`src/rtl/dmem_responder.sv`:
```
// Byte-addressable data memory responder with a fixed number of wait states per access.
// Latency: response in RESP, WAIT_CYCLES+1 edges after acceptance; busy (req_ready=0) until RESP ends.
// Backpressure: one request in flight; req_ready is high only in IDLE.
module dmem_responder #(
    parameter int DM_ADDRESS  = 9,
    parameter int DATA_W      = 32,
    parameter int WAIT_CYCLES = 1
) (
    input  logic                  clk,
    input  logic                  reset,
    input  logic                  req_valid,
    output logic                  req_ready,
    input  logic                  MemRead,
    input  logic                  MemWrite,
    input  logic [DM_ADDRESS-1:0] a,
    input  logic [DATA_W-1:0]     wd,
    input  logic [2:0]            Funct3,
    output logic                  resp_valid,
    output logic [DATA_W-1:0]     rd,
    output logic                  resp_err
);
    localparam int WORDS = 2 ** (DM_ADDRESS - 2);
    localparam int CNT_W = (WAIT_CYCLES > 0) ? $clog2(WAIT_CYCLES + 1) : 1;
    localparam logic [CNT_W-1:0] CNT_INIT = CNT_W'(WAIT_CYCLES);
    localparam logic [CNT_W-1:0] CNT_ONE  = CNT_W'(1);

    typedef enum logic [1:0] {IDLE, ACCESS, RESP} state_t;

    state_t                state_q, state_d;
    logic [CNT_W-1:0]      cnt_q, cnt_d;
    logic [DM_ADDRESS-1:0] addr_q, addr_d;
    logic [DATA_W-1:0]     wdat_q, wdat_d;
    logic [2:0]            f3_q, f3_d;
    logic                  rden_q, rden_d;
    logic                  wren_q, wren_d;

    logic [31:0]           mem_q [WORDS];

    // In IDLE the request being accepted is still on the inputs; afterwards the captured copy rules.
    logic [DM_ADDRESS-1:0] cur_addr;
    logic [DATA_W-1:0]     cur_wd;
    logic [2:0]            cur_f3;
    logic                  cur_rd, cur_wr, cur_err;
    logic [1:0]            lane;
    logic [3:0]            be;
    logic [31:0]           wr_word;
    logic                  commit;
    logic [31:0]           ld_word, ld_shift, ld_ext;

    always_comb begin
        if (state_q == IDLE) begin
            cur_addr = a;
            cur_wd   = wd;
            cur_f3   = Funct3;
            cur_rd   = MemRead;
            cur_wr   = MemWrite;
        end else begin
            cur_addr = addr_q;
            cur_wd   = wdat_q;
            cur_f3   = f3_q;
            cur_rd   = rden_q;
            cur_wr   = wren_q;
        end
    end

    assign lane = cur_addr[1:0];

    always_comb begin
        cur_err = (cur_rd == cur_wr);
        case (cur_f3)
            3'b000:  ;
            3'b001:  if (cur_addr[0]) cur_err = 1'b1;
            3'b010:  if (cur_addr[1:0] != 2'b00) cur_err = 1'b1;
            3'b100:  if (cur_wr) cur_err = 1'b1;
            3'b101:  if (cur_wr || cur_addr[0]) cur_err = 1'b1;
            default: cur_err = 1'b1;
        endcase
    end

    always_comb begin
        be      = 4'b0000;
        wr_word = 32'h0;
        case (cur_f3[1:0])
            2'b00: begin
                be      = 4'b0001 << lane;
                wr_word = {4{cur_wd[7:0]}};
            end
            2'b01: begin
                be      = 4'b0011 << lane;
                wr_word = {2{cur_wd[15:0]}};
            end
            default: begin
                be      = 4'b1111;
                wr_word = cur_wd;
            end
        endcase
    end

    always_comb begin
        state_d = state_q;
        cnt_d   = cnt_q;
        addr_d  = addr_q;
        wdat_d  = wdat_q;
        f3_d    = f3_q;
        rden_d  = rden_q;
        wren_d  = wren_q;
        case (state_q)
            IDLE: begin
                if (req_valid) begin
                    addr_d = a;
                    wdat_d = wd;
                    f3_d   = Funct3;
                    rden_d = MemRead;
                    wren_d = MemWrite;
                    if (WAIT_CYCLES > 0) begin
                        state_d = ACCESS;
                        cnt_d   = CNT_INIT;
                    end else begin
                        state_d = RESP;
                    end
                end
            end
            ACCESS: begin
                if (cnt_q <= CNT_ONE) begin
                    state_d = RESP;
                    cnt_d   = '0;
                end else begin
                    cnt_d = cnt_q - CNT_ONE;
                end
            end
            RESP:    state_d = IDLE;
            default: state_d = IDLE;
        endcase
    end

    always_ff @(posedge clk or negedge reset) begin
        if (!reset) begin
            state_q <= IDLE;
            cnt_q   <= '0;
            addr_q  <= '0;
            wdat_q  <= '0;
            f3_q    <= '0;
            rden_q  <= 1'b0;
            wren_q  <= 1'b0;
        end else begin
            state_q <= state_d;
            cnt_q   <= cnt_d;
            addr_q  <= addr_d;
            wdat_q  <= wdat_d;
            f3_q    <= f3_d;
            rden_q  <= rden_d;
            wren_q  <= wren_d;
        end
    end

    // Storage is deliberately not reset; gating on reset keeps an aborted store from landing.
    assign commit = reset && (state_q != RESP) && (state_d == RESP) && cur_wr && !cur_err;

    always_ff @(posedge clk) begin
        if (commit) begin
            for (int i = 0; i < 4; i++) begin
                if (be[i]) begin
                    mem_q[cur_addr[DM_ADDRESS-1:2]][8*i +: 8] <= wr_word[8*i +: 8];
                end
            end
        end
    end

    assign ld_word  = mem_q[addr_q[DM_ADDRESS-1:2]];
    assign ld_shift = ld_word >> {addr_q[1:0], 3'b000};

    always_comb begin
        case (f3_q)
            3'b000:  ld_ext = {{24{ld_shift[7]}}, ld_shift[7:0]};
            3'b001:  ld_ext = {{16{ld_shift[15]}}, ld_shift[15:0]};
            3'b100:  ld_ext = {24'h0, ld_shift[7:0]};
            3'b101:  ld_ext = {16'h0, ld_shift[15:0]};
            default: ld_ext = ld_word;
        endcase
    end

    assign req_ready  = (state_q == IDLE);
    assign resp_valid = (state_q == RESP);
    assign resp_err   = (state_q == RESP) && cur_err;
    assign rd         = ((state_q == RESP) && rden_q && !cur_err) ? ld_ext : '0;

endmodule

```
`config.mk`:
```
export PLATFORM = sky130hd
export DESIGN_NAME = dmem_responder
export DESIGN_NICKNAME = d
export VERILOG_FILES = /design/src/rtl/dmem_responder.sv
export SDC_FILE = /design/constraint.sdc
export NUM_CORES = 2
export LEC_CHECK = 0
export CORE_ASPECT_RATIO = 1.1
export CORE_MARGIN = 5
export CORE_UTILIZATION = 55
export CTS_CLUSTER_SIZE = 16
export DETAILED_ROUTE_END_ITERATION = 8
export PLACE_DENSITY_LB_ADDON = 0.25
export SLEW_MARGIN = 25
export SYNTH_ARGS = -nofsm -noshare
export SYNTH_HDL_FRONTEND = slang
export SYNTH_SLANG_ARGS = --single-unit
```
`constraint.sdc`:
```
create_clock -name clk -period 12.2 [get_ports clk]
set_clock_uncertainty 0.1 [all_clocks]
set_input_delay 2.44 -clock clk [delete_from_list [all_inputs] [get_ports clk]]
set_output_delay 2.44 -clock clk [all_outputs]
set_load 0.01 [all_outputs]
```
==> results.md <==
- Outcome: complete, no violations
- Layout cells sized above 1: approximately 28%
- YS warnings: 0
- # IOs: 84
- Most frequent cells in the layout: edfxtp_1, mux4_2, clkbuf_16, nor2_1, buf_4
- Post-Syn Area: between 150,000 and 200,000 um^2
- Nets: a little over 8,000
- Design Power: between 30 and 40 mW
- Critical Path AT: 6.83 ns
- Antenna-violating nets left: 0
- Post-CTS setup repair buffer count: 0
- P&R area growth vs syn: 11.8%
- Die area: 310,000 um^2
- Post-DP HPWL: approximately 270 mm
- Setup-failing EPs final: 0
- Switch share: between 20% and 30%
- Total clock sinks: 4,144
- CTS HTree Levels: 5
- Post-synth EDFFs: between 4,000 and 5,000
- Vias in the first global route: between 80,000 and 90,000
- Reg-to-reg critical path startpoint: state_q[1]$_DFF_PN0_
- Worst-path clk slew: ~0.060 ns
- Max FO, Critical Path: roughly 110
- Yosys reg bits: ~4,100
- Net Switching: between 10 and 15 mW
- Drt wl/cell: roughly 36 um
- Final hold violation count: 0
- Fin crit period: 9.37 ns
- DP Cell Count: approximately 12,000
- Largest net degree at the start of global routing: 140
- Fmax: approximately 0.11 GHz
- Drt via density: between 6 and 7
- CTS Hold Bufs: 0
- Pins over their slew limit: 0
- Via count: ~80,000
- Main synth FF type: edfxtp_1
- PostCTS Resize Cnt: 0
- Hold_ws: roughly 0.4 ns
- PortBufs: between 80 and 90
- Initial antenna violation count: 22
- Drt initial violations: about 11,000
- CP required: 9.66 ns
- Clock Latency Late Sink: just over 0.9 ns
- Starting density of the core: about 55%
- Die Y: 583 um
- Die span in x: ~530 um
- Unrepaired setup endpoints after global routing: false
- Post-synth cell types: between 70 and 80
- Synth top area share: between 70% and 80%
- Crit path capture type: primary output
- Row count: 210
- CP Launch Type: flop
- WS Path Type: flop to primary output
- Hold wc startpoint: state_q[1]$_DFF_PN0_
- Cts bufs inserted: between 400 and 500
- Slew margin rel.: between 10% and 20%
- Ys async rst share: approximately 1.2%
- Fin cells: approximately 12,000
- Pint: approximately 27 mW
- Crit path launch: addr_q[3]$_DFFE_PN0P_
- Sequential share of power: between 40% and 50%
- Register area share after synthesis: ~76%
- Drt pass-1 iters: 8
- Post-synth top area cell: edfxtp_1
- Most common cell after layout, fill and taps aside: edfxtp_1
- Synth area leaders: edfxtp_1, mux4_2, mux2i_1, nor3_2, mux2_2
- Pwr dens: 204 nW/um^2
- GRT Resource Usage Total: approximately 28%
- Cells after synthesis: 7,744
- Combinational share of power: between 20% and 30%
- Peak VDD IR: 0.167 mV
- Grt total ovfl: 0
- MaxCap Viol Count: 0
- Lkg Pwr: 56.7 nW
- Clock Root Buffer: clkbuf_16
- Global-route wire length before repair: just over 600 mm
- Hold Crit Class: flop to flop
- Final WL: 438 mm
- Syn avg cell area: ~21 um^2
- Setup total negative slack: 0 ns
- Area of the core: between 200,000 and 300,000 um^2
- Clock power share: 33.2%
- Max clock buf depth: 4
- Drt drc: 0
- Period utilization: approximately 77%
- Worst-Margin Slew: around 1.2 ns
- Mapped Nets: 7,793
- Routability Congestion: about 0.86
- CTS tree: built
## cells by family (layout without fill, tap and decap cells)
logic type | after synthesis | after routing | share of synthesized area, %
flops | 4144 | 4144 | 75.6
compound gates | 530 | 530 | 2.26
mux | 1429 | 1429 | 16.6
simple gates | 1100 | 1100 | 3.55
buf+inv | 541 | 1176 | 1.97
other cells | 0 | 11 | 0
## power groups by stage
stage | Combinational (mW) | Sequential, mW | Clock [mW]
after detailed placement | 7.86 | 17.4 | 0
after global placement | 7.65 | 17.4 | 0
after CTS | 7.88 | 17.1 | 12.6
final | 7.95 | 17.1 | 12.5
after floorplan | 4.65 | 17.7 | 0
after global routing | 8.21 | 17.1 | 13.2
## metrics by stage
step	worst slack, ns	area (um^2)	util, %
floorplan	1.59	164000	-
global placement	3.13	170000	57.2
detailed placement	3.04	170000	57.3
CTS	2.68	184000	61.7
global route	2.65	184000	61.8
finish	2.83	184000	61.8
## state kept, by name, summed over array words and instances (netlist names)
register  count
wdat_q       32
wren_q        1
addr_q        9
rden_q        1
mem_q      4096
state_q       2
f3_q          3
## cell type report
| cell class | instances | area [um^2] |
|---|---|---|
| Inverter | 25 | 104 |
| Tap cell | 3922 | 4910 |
| Clock inverter | 233 | 2330 |
| Clock buffer | 497 | 10700 |
| Sequential cell | 4144 | 124000 |
| Timing Repair Buffer | 421 | 3700 |
| Multi-Input combinational cell | 3059 | 37700 |
| Antenna cell | 11 | 27.5 |
| Fill cell | 20100 | 114000 |
## path summary, 6_finish.rpt
kind / endpoint / slack [ns] / cells past startpoint
setup / recovery: rd[16] / 2.83 / 13
hold / removal: state_q[1]$_DFF_PN0_ / 0.40 / 1
setup reg to reg: mem_q[11][7]$_DFFE_PP_ / 6.30 / 11
hold reg to reg: state_q[1]$_DFF_PN0_ / 0.40 / 1
max in group asynchronous: addr_q[4]$_DFFE_PN0P_ / 9.61 / 2
min in group asynchronous: wdat_q[24]$_DFFE_PN0P_ / 1.67 / 2
## synth_stat cells, types with 7 or more instances
cell,number
nand4_1,14
dfrtp_1,48
nand2_1,182
a22oi_1,40
mux2i_1,271
buf_4,81
nor2_1,380
nor3_1,221
o21bai_1,8
mux2_2,138
a31oi_1,15
o21ai_2,10
nand2b_1,11
buf_1,44
o221ai_1,68
mux4_1,25
a22o_1,7
inv_1,22
mux4_2,992
a2111oi_0,14
buf_2,178
edfxtp_1,4096
nand3_1,33
nor4_1,12
a211oi_1,56
a221oi_1,29
and2_1,16
nand3b_1,9
o21ai_0,58
o22ai_1,104
nor3_2,164
clkbuf_1,128
and3_1,7
nor2b_1,25
buf_6,75
a21oi_1,86
## routing by layer
layer  track usage, %  share of wire (%)  routed length (um)
met1             38.6                 36              158000
met2             43.8                 48              208000
met3             7.05                 11               47800
met4             12.8                5.4               23600
met5                0              0.032                 140
## worst max-delay path: stages (launching register included)
cell and delay (ns):
dfrtp_4 0.65, buf_12 0.51, buf_4 0.72, mux4_1 0.65, mux2i_1 0.53, mux2i_1 0.36
o22a_1 0.39, o21ai_0 0.13, a2bb2oi_1 0.27, o2bb2ai_1 0.24, a311oi_2 0.31, buf_4 0.29
o21ai_0 0.11, clkdlybuf4s50_1 0.51
(Power assumes the default switching activity.)
